### src/rtl/fpu_add_subt_fsm.sv
// Control FSM for the floating-point add/subtract datapath.
// Responder side of the beg/ready/ack handshake: sequences operand load,
// exponent compare, alignment, mantissa add, iterative normalization,
// rounding and result load, then holds ready until the requester releases.
module fpu_add_subt_fsm #(
    parameter int unsigned MAX_NORM_SHIFTS = 26,
    parameter int unsigned CNT_W           = 5
) (
    input  logic clk,
    input  logic reset,
    input  logic beg_add_subt,
    input  logic ack_add_subt,
    input  logic zero_operand,
    input  logic mant_zero,
    input  logic mant_carry,
    input  logic mant_lead,
    output logic load_operands,
    output logic enab_exp_cmp,
    output logic enab_align,
    output logic enab_mant_add,
    output logic enab_norm,
    output logic shift_left_norm,
    output logic enab_round,
    output logic bypass_sel,
    output logic load_result,
    output logic ready_add_subt,
    output logic underflow_flag
);

    typedef enum logic [2:0] {
        IDLE,
        CMP,
        ALIGN,
        ADD,
        NCHK,
        ROUND,
        LOAD,
        READY
    } state_t;

    localparam logic [CNT_W-1:0] CNT_MAX = CNT_W'(MAX_NORM_SHIFTS);

    state_t           state_q, state_d;
    logic [CNT_W-1:0] cnt_q, cnt_d;
    logic             beg_q;
    logic             bypass_q, bypass_d;
    logic             uflow_q, uflow_d;
    logic             start;

    // Rising edge of beg only; gated by reset so nothing fires in a reset cycle.
    assign start = reset & beg_add_subt & ~beg_q;

    assign underflow_flag = uflow_q;

    // State, counter, edge-detect and sticky flag registers.
    always_ff @(posedge clk) begin
        if (!reset) begin
            state_q  <= IDLE;
            cnt_q    <= '0;
            beg_q    <= 1'b0;
            bypass_q <= 1'b0;
            uflow_q  <= 1'b0;
        end else begin
            state_q  <= state_d;
            cnt_q    <= cnt_d;
            beg_q    <= beg_add_subt;
            bypass_q <= bypass_d;
            uflow_q  <= uflow_d;
        end
    end

    // Next-state and output decode; NCHK outputs also depend on datapath flags.
    always_comb begin
        state_d         = state_q;
        cnt_d           = cnt_q;
        bypass_d        = bypass_q;
        uflow_d         = uflow_q;
        load_operands   = 1'b0;
        enab_exp_cmp    = 1'b0;
        enab_align      = 1'b0;
        enab_mant_add   = 1'b0;
        enab_norm       = 1'b0;
        shift_left_norm = 1'b0;
        enab_round      = 1'b0;
        bypass_sel      = 1'b0;
        load_result     = 1'b0;
        ready_add_subt  = 1'b0;

        case (state_q)
            IDLE: begin
                if (start) begin
                    load_operands = 1'b1;
                    cnt_d         = '0;
                    uflow_d       = 1'b0;
                    bypass_d      = 1'b0;
                    state_d       = CMP;
                end
            end
            CMP: begin
                enab_exp_cmp = 1'b1;
                if (zero_operand) begin
                    bypass_d = 1'b1;
                    state_d  = LOAD;
                end else begin
                    state_d = ALIGN;
                end
            end
            ALIGN: begin
                enab_align = 1'b1;
                state_d    = ADD;
            end
            ADD: begin
                enab_mant_add = 1'b1;
                cnt_d         = '0;
                state_d       = NCHK;
            end
            NCHK: begin
                if (mant_zero) begin
                    bypass_d = 1'b1;
                    state_d  = LOAD;
                end else if (mant_carry) begin
                    enab_norm = 1'b1;
                    state_d   = ROUND;
                end else if (mant_lead) begin
                    state_d = ROUND;
                end else if (cnt_q == CNT_MAX) begin
                    uflow_d = 1'b1;
                    state_d = ROUND;
                end else begin
                    enab_norm       = 1'b1;
                    shift_left_norm = 1'b1;
                    cnt_d           = cnt_q + CNT_W'(1);
                end
            end
            ROUND: begin
                enab_round = 1'b1;
                state_d    = LOAD;
            end
            LOAD: begin
                load_result = 1'b1;
                bypass_sel  = bypass_q;
                state_d     = READY;
            end
            READY: begin
                ready_add_subt = 1'b1;
                bypass_sel     = bypass_q;
                // Requester may release by dropping beg instead of acking.
                if (ack_add_subt || !beg_add_subt) begin
                    state_d = IDLE;
                end
            end
            default: begin
                state_d = IDLE;
            end
        endcase
    end

endmodule

### config.mk
export PLATFORM = sky130hd
export DESIGN_NAME = fpu_add_subt_fsm
export DESIGN_NICKNAME = d
export VERILOG_FILES = /design/src/rtl/fpu_add_subt_fsm.sv
export SDC_FILE = /design/constraint.sdc
export NUM_CORES = 1
export LEC_CHECK = 0
export BUFFER_PORTS_ARGS = -buffer_cell sky130_fd_sc_hd__clkbuf_2
export CORE_UTILIZATION = 48
export DETAILED_ROUTE_END_ITERATION = 12
export PLACE_DENSITY = 0.74
export SETUP_SLACK_MARGIN = 0.4
export SYNTH_ARGS = -nofsm -noshare
export SYNTH_HDL_FRONTEND = slang
export SYNTH_SLANG_ARGS = --single-unit
### constraint.sdc
create_clock -name clk -period 2 [get_ports clk]
set_input_delay 0.2 -clock clk [delete_from_list [all_inputs] [get_ports clk]]
set_output_delay 0.2 -clock clk [all_outputs]
set_load 0.05 [all_outputs]
# Yosys cells after proc, flatten, opt, wreduce, memory -nomap -nowiden
# Cells that the tools add are included.
op_classes:
  bitwise_logic: 3
  reduce_logical: 11
  add_sub_neg: 1
  eq_ne: 18
  muxes: 40
ops:
  columns: ["operator", "n"]
  rows:
  - ["two-way mux 5 bit", 5]
  - ["two-way mux 1 bit", 24]
  - ["one-hot mux 3 bit (8 select lines)", 1]
  - ["two-way mux 3 bit", 7]
  - ["inequality test 2 bit (second input constant)", 9]
  - ["one-hot mux 5 bit (3 select lines)", 1]
  - ["== test 3 bit (second input constant)", 4]
  - ["AND reduction 6 bit", 2]
  - ["== test 3 x 2 -> 1 bit (second input constant)", 2]
  - ["nonzero test 3 bit", 2]
  - ["adder 5 x 1 -> 5 bit (second input constant)", 1]
  - ["== test 5 bit (second input constant)", 1]
  - ["inequality test 5 bit (second input constant)", 1]
  - ["AND reduction 4 bit", 1]
  - ["== test 3 x 1 -> 1 bit (second input constant)", 1]
  - ["logical NOT 3 bit", 1]
  - ["one-hot mux 1 bit (3 select lines)", 1]
  - ["AND reduction 3 bit", 1]
  - ["bitwise AND 1 bit", 2]
  - ["one-hot mux 1 bit (2 select lines)", 1]
  - ["nonzero test 2 bit", 1]
  - ["OR reduction 2 bit", 1]
  - ["logical NOT 1 bit", 1]
  - ["logical OR 1 bit", 1]
  - ["inverter 1 bit", 1]
word_totals:
  reg_bits: 11
  out_inout_bits: 11
  word_cells: 78

# Logic depth before layout (Yosys ltp)
# Gate-level depths: netlist of the first run.
logic_depth:
  word_depth: 6
  mapped_depth: 6
  mapped_depth_nobuf: 6

# Least setup slack after synthesis of the first run
# Ideal clock, no wire load.
synth_timing:
  path_kind: "reg-to-reg"
  from: "register state_q[1]"
  to: "register cnt_q[2]"
  t_required_ns: 1.876
  path_stages_with_launch: 5
  path_slack_ns: -0.182
  arrival_time_ns: 2.058
  period_less_slack_ns: 2.182
  setup_ns: 0.124
  cell_sequence: "dfxtp_1 or4b_4 nor4_4 or4b_4 a31oi_1"
synth_via:
  elab_chain_cells: 3
  elab_cells_between_ends: 11
synth_lines:
  columns: ["item", "line_no", "source"]
  rows:
  - ["start, declared", "43", "state_t state_q, state_d;"]
  - ["start signal, assigned", "64", "state_q <= state_d;"]
  - ["== test 3 bit (tied with other cells)", "89", "case (state_q)"]
  - ["inequality test 2 bit (no line) or nonzero test 3 bit (tied branches)", null, null]
  - ["AND reduction 6 bit (no line)", null, null]
  - ["end signal, assigned", "65", "cnt_q <= cnt_d;"]
  - ["end, declared", "44", "logic [CNT_W-1:0] cnt_q, cnt_d;"]
# Several ways; a longest one is shown, not always the timed one.
# A chain may end at the register's enable or synchronous reset.

# Worst setup path in the final report of the first run
layout_timing:
  from: "register cnt_q[0]"
  to: "output shift_left_norm"
layout_via:
  elab_chain_cells: 6
layout_lines:
  columns: ["item", "line_no", "source"]
  rows:
  - ["== test 5 bit", "126", "end else if (cnt_q == CNT_MAX) begin"]
  - ["two-way mux 1 bit", "126", null]
  - ["two-way mux 1 bit", "124", "end else if (mant_lead) begin"]
  - ["two-way mux 1 bit", "121", "end else if (mant_carry) begin"]
  - ["two-way mux 1 bit", "118", "if (mant_zero) begin"]
  - ["two-way mux 1 bit", "89", null]
  - ["end, declared", "22", "output logic shift_left_norm,"]
# No other way between the ends.

==> metrics.csv, run 1 <==
stage,metric,value,unit
synthesis,mux contribution to synthesized area,0,%
route,DR vias,703,
grt,vias in the first global route,602,
route,ANT nets after route,0,
placement,HPWL Detailed,1080,um
route,drt drc,0,
route,drt wl/cell,14.9,um
synthesis,post-synth net total,88,
critical_path,critical path arrival,1.60,ns
route,highest routed layer,met4,
route,DR pass1 iterations,4,
synthesis,Post-synth EDFFs,0,
floorplan,Site Rows,12,
floorplan,Initial Util,54.8,%
clock_tree,Root Driver,clkbuf_4,
synthesis,adder-cell share of the synthesized area,3.90,%
synthesis,Post-Syn Area,642,um2
status,status,"complete, no violations",
power_and_ir_drop,total power,1140,uW
critical_path,crit path max fanout,3,
power_and_ir_drop,Power Density,1220,mW/mm2
grt,first-pass GRT wire length,2730,um
finish,"Design Area, Final",937,um2
timing,Final setup viols,0,
placement,Port Buffers,18,
timing,Fmax,557,MHz
route,DR iter-0 viols,8,
critical_path,CP endpoint kind,primary output,
route,met2 wire len,857,um
finish,fin nets,117,
synthesis,largest family of logic cells by synthesized area,simple AND/OR/NAND/NOR gates,
floorplan,die height,38.6,um
clock_tree,H-Tree Level Count,1,
grt,GRT Overall Usage,26.6,%
clock_tree,cts bufs inserted,3,
synthesis,area share of the largest cell type after synthesis,34.3,%
floorplan,die area,0.00149,mm2
critical_path,Critical Path Source Type,register,
grt,largest net degree at the start of global routing,13,
synthesis,area share of and/or/nand/nor cells after synthesis,40.0,%
synthesis,sequential fraction of the synthesis area,34.3,%
synthesis,post-synthesis compound-gate area fraction,16.0,%
synthesis,YS warnings,0,
synthesis,Synth Area in XOR/XNOR,0,%
timing,RSZ-0062 raised after global routing,true,
critical_path,Crit path required time,1.80,ns
critical_path,Reg2Reg Depth,7,
synthesis,Netlist cell types,29,
synthesis,syn avg cell area,8.23,um2
floorplan,chip width,38.6,um
finish,layout cells sized above 1,48.1,%
placement,placed cell area,764,um2
placement,global placement routability congestion,0.842,
route,WL met3,71,um
hold_path,HP Class,in2reg,
critical_path,Crit Path Class,reg2out,
finish,Final Util,80.0,%
synthesis,Area contributors post-synth,"dfxtp_1, a31oi_1, nor2_1",
clock_tree,CTS max path bufs,2,
timing,Hold Fails Final Rpt,0,
grt,total grt overflow,0,
clock_tree,clk sinks,11,
clock_tree,"CTS clk-pin slew, worst paths",0.08,ns
timing,setup TNS,0,ns
timing,final worst slack,0.205,ns
timing,clk_skew,0.00730,ns
power_and_ir_drop,Pleak,0.000415,uW
clock_tree,worst skew pair latency,0.28,ns
power_and_ir_drop,VDD IR-drop max,0.000913,V
placement,DP Worst Slack,0.293,ns
timing,worst-margin pin slew,0.272,ns
timing,final worst-path cycle share,89.8,%
hold_path,WHS Path Cells,2,
timing,Final Critical Period,1.80,ns
route,Via-to-Cell Ratio,5.86,
route,WL met1,849,um
finish,ant diodes,0,
route,Post-Route WL,1780,um
grt,number of antenna violations at the first check in global routing,0,
clock_tree,CTS tree,yes,
timing,Max Slew Vio Count,0,
floorplan,core region area,0.00117,mm2
timing,slew margin rel.,81.8,%
run,Max Cap Viol,0,
finish,Layout area overhead,46.0,%
synthesis,top_reg_cell synth,dfxtp_1,
synthesis,synthesized netlist cell count,78,
synthesis,#FFs+latches synth,11,
synthesis,Async SR Flop Fraction,0,%
floorplan,I/O pins,19,
synthesis,"area leader, netlist",dfxtp_1,
-- placed cells by master (no fill, tap or decap), types with 3 or more instances in the layout --
master,count
o21ai_0,3
dfxtp_1,7
a21oi_1,3
clkbuf_4,4
buf_4,8
nor2_1,6
clkbuf_2,10
inv_1,4
and3_1,5
buf_2,3
a31oi_1,6
-- logic make-up after synthesis --
logic type | Yosys count
simple gates | 40
compound gates | 17
flops | 11
buf+inv | 8
fa+ha+maj | 2
-- stage by stage --
step,hold slack (ns),std cells
after CTS,0.155,119
after global routing,0.153,120
after global placement,0.429,110
after floorplan,0.322,78
final,0.150,120
after detailed placement,0.430,110
-- critical path, cell delays in order (launching register included) --
cell,delay (ns)
dfxtp_2,0.34
inv_2,0.05
ha_4,0.14
and4b_2,0.25
nor4_4,0.31
clkbuf_8,0.23
-- final timing paths --
check | start | to | slack [ns]
max | cnt_q[0] | shift_left_norm | 0.20
min | beg_add_subt | beg_q | 0.15
max reg2reg | cnt_q[0] | cnt_q[2] | 0.24
min reg2reg | cnt_q[4] | cnt_q[4] | 0.47
-- sequential cells by signal, indices dropped and copies added (netlist names) --
signal / flops
beg_q: 1
underflow_flag: 1
state_q: 3
cnt_q: 5
bypass_q: 1
-- final cells by class --
type	count	area, um2
clock buffers	4	26.3
fillers	83	234
inverters	5	18.8
multi-input cells	59	447
flip-flops and latches	11	230
well taps	14	17.5
repair buffers	27	198
-- repair_timing --
action / 4_1_cts / 5_1_grt
endpoints found under the hold margin: 0 / 0
endpoints found under the setup margin: 11 / 15
setup buffers: 5 / 1
pin swaps: 5 / 6
hold buffers: 0 / 0
resized for setup: 20 / 15
-- Yosys cell counts, drive strengths merged (2+ instances only) --
cell type and count:
o21ai 4, nor4 3, clkbuf 2, ha 2
nand2 2, dfxtp 11, inv 5, nor3 4
nor2 10, nand3 2, or2b 2, or4b 2
nand2b 2, and3 7, a31oi 6, a21oi 3
-- routing by layer --
layer  GRT usage (%)  up-vias
li1                -      346
met1            35.8      327
met2            42.5       28
met3            5.20        2
met4            7.76        0
met5               0        -
-- where the power goes --
| group | switching [uW] | leakage (uW) | total, uW | internal, uW |
|---|---|---|---|---|
| Clock | 85.9 | 0.0000150 | 163 | 77.3 |
| Combinational | 443 | 0.000308 | 692 | 249 |
| Sequential | 21.5 | 0.0000919 | 287 | 265 |
| Total | 550 | 0.000415 | 1140 | 592 |
No activity file was read; power rests on OpenSTA's default activity.
==> run 2, diff against run 1 <==
--- a/config.mk
+++ b/config.mk
@@ -5,7 +5,7 @@
 export SDC_FILE = /design/constraint.sdc
 export NUM_CORES = 1
 export LEC_CHECK = 0
-export BUFFER_PORTS_ARGS = -buffer_cell sky130_fd_sc_hd__clkbuf_2
+export BUFFER_PORTS_ARGS = -buffer_cell sky130_fd_sc_hd__buf_2
 export CORE_UTILIZATION = 48
 export DETAILED_ROUTE_END_ITERATION = 12
 export PLACE_DENSITY = 0.74
==> run 2 against run 1 <==
  * Power up 1.9%
  * Die area unchanged
  * Register-to-register slack lost 0.04 ns
  * Critical path depth grew 1
  * Flip-flop and latch count unchanged
  * Clock skew is 0.0018 ns higher
  * Design area increased by 1.2%
  * Largest cell class unchanged
  * Highest routed layer unchanged
==> metrics.csv, run 2 (same netlist as run 1, synthesis figures left out) <==
stage,metric,value,unit,change
timing,slew margin rel.,75.7,%,-6.1 points
finish,Largest regs,"cnt_q (5), state_q (3)",,
status,status,"complete, no violations",,
finish,"Design Area, Final",948,um2,+1.2%
power_and_ir_drop,VDD IR-drop max,0.000933,V,+2.2%
run,Max Cap Viol,0,,unchanged
grt,number of antenna violations at the first check in global routing,0,,unchanged
finish,layout cells sized above 1,50.9,%,+2.8 points
critical_path,RR Endpoint,cnt_q[4],,
clock_tree,cts bufs inserted,3,,unchanged
critical_path,crit path launch,cnt_q[1],,
power_and_ir_drop,Power Density,1230,mW/mm2,+0.70%
grt,first-pass GRT wire length,2420,um,-11%
clock_tree,clk sinks,11,,unchanged
floorplan,core region area,0.00117,mm2,unchanged
power_and_ir_drop,total power,1160,uW,+1.9%
finish,ant diodes,0,,unchanged
grt,largest net degree at the start of global routing,13,,unchanged
timing,Fmax,555,MHz,-0.34%
critical_path,crit path max fanout,5,,+2
timing,RSZ-0062 raised after global routing,true,,
grt,vias in the first global route,577,,-4.2%
grt,total grt overflow,0,,unchanged
timing,Final Critical Period,1.80,ns,+0.00610 ns
route,DR iter-0 viols,38,,+30
timing,clk_skew,0.00912,ns,+0.00183 ns
timing,worst-margin pin slew,0.364,ns,+0.0914 ns
critical_path,FF-to-FF setup slack,0.20,ns,-0.04 ns
floorplan,die height,38.6,um,unchanged
timing,Final setup viols,0,,unchanged
clock_tree,"CTS clk-pin slew, worst paths",0.08,ns,about the same
finish,max FFs per register,5,,unchanged
route,DR pass1 iterations,4,,unchanged
floorplan,die area,0.00149,mm2,unchanged
power_and_ir_drop,Pleak,0.000421,uW,+1.4%
finish,Layout area overhead,47.8,%,
route,DR vias,705,,+0.28%
critical_path,Crit Path Class,reg2reg,,
critical_path,CP endpoint kind,register,,
timing,Max Slew Vio Count,0,,unchanged
clock_tree,CTS tree,yes,,
route,drt drc,0,,unchanged
route,ANT nets after route,0,,unchanged
placement,HPWL Detailed,1070,um,-0.89%
timing,final worst-path cycle share,90.1,%,+0.30 points
critical_path,crit path capture,cnt_q[4],,
clock_tree,H-Tree Level Count,1,,unchanged
timing,Hold Fails Final Rpt,0,,unchanged
finish,most frequent cells in the layout,"buf_2, dfxtp_1, buf_4",,
floorplan,Initial Util,54.8,%,unchanged
floorplan,chip width,38.6,um,unchanged
route,Via-to-Cell Ratio,5.88,,+0.28%
critical_path,critical path arrival,2.00,ns,+0.40 ns
hold_path,HP Class,in2reg,,
critical_path,worst reg2reg path startpoint,cnt_q[1],,
finish,Biggest register,cnt_q,,
floorplan,Site Rows,12,,unchanged
grt,GRT Overall Usage,23.8,%,-2.8 points
finish,fin nets,117,,unchanged
clock_tree,CTS max path bufs,2,,unchanged
clock_tree,worst skew pair latency,0.28,ns,about the same
placement,placed cell area,764,um2,unchanged
finish,"leading cell type in the layout, fill and taps excluded",buf_2,,
placement,global placement routability congestion,0.836,,-0.62%
critical_path,Crit path required time,2.20,ns,+0.40 ns
route,drt wl/cell,13.9,um,-6.5%
route,Post-Route WL,1670,um,-6.5%
floorplan,I/O pins,19,,unchanged
clock_tree,Root Driver,clkbuf_4,,
critical_path,Critical Path Source Type,register,,
critical_path,Reg2Reg Depth,6,,-1
placement,Port Buffers,18,,unchanged
[run 2: cell types whose count changed in the layout (fill, tap and decap cells not counted), moves of 2 or more]
cell | before | now
clkbuf_2 | 10 | 0
buf_2 | 3 | 13
clkbuf_8 | 2 | 0
buf_6 | 2 | 4
[run 2: worst min path at each step]
stage,startpoint,endpoint,cells past startpoint
2_1_floorplan,beg_add_subt,beg_q,1
3_3_place_gp,beg_add_subt,beg_q,2
3_5_place_dp,beg_add_subt,beg_q,2
4_1_cts,beg_add_subt,beg_q,2
5_1_grt,beg_add_subt,beg_q,2
6_report,beg_add_subt,beg_q,2
[run 2: area by class of cell]
| class | count | area (um2) |
|---|---|---|
| Multi-Input combinational cell | 59 | 464 |
| Sequential cell | 11 | 229 |
| Fill cell | 82 | 223 |
| Timing Repair Buffer | 27 | 193 |
| Clock buffer | 4 | 26.3 |
| Inverter | 5 | 18.8 |
| Tap cell | 14 | 17.5 |
[run 2: timing repair]
action,4_1_cts,5_1_grt
gates resized for setup,20,14
endpoints found under the setup margin,10,12
setup buffers,5,1
hold buffers,0,0
hold endpoints to repair,0,0
pin swaps,7,9
[run 2: critical path: stages, from the launching register on]
cell and delay [ns]:
dfxtp_4 0.38, ha_4 0.12, and4b_2 0.28, nor4_4 0.07, buf_4 0.14, or4b_4 0.53
a31oi_2 0.21
[run 2: layer usage]
layer | up-vias | share of wire, % | global-route usage [%]
li1 | 344 | - | -
met1 | 323 | 45 | 32.3
met2 | 33 | 47 | 37.1
met3 | 5 | 7.1 | 5.20
met4 | 0 | 1.3 | 7.76
met5 | - | 0 | 0
[run 2: where the power goes]
part	switching, uW	leakage (uW)	total [uW]	internal, uW
clock network	82.8	0.0000150	160	77.4
logic	449	0.000314	718	269
registers	22.2	0.0000916	285	263
[run 2: per-stage QoR]
stage / setup slack (ns) / hold WS [ns] / util (%) / TNS (ns) / std cells
finish: 0.199 / 0.134 / 81.0 / 0 / 120
global route: 0.143 / 0.140 / 81.0 / 0 / 120
CTS: 0.154 / 0.145 / 76.0 / 0 / 119
detailed placement: 0.271 / 0.428 / 65.3 / 0 / 110
global placement: 0.315 / 0.427 / 65.3 / 0 / 110
floorplan: -0.162 / 0.322 / - / -0.946 / 78
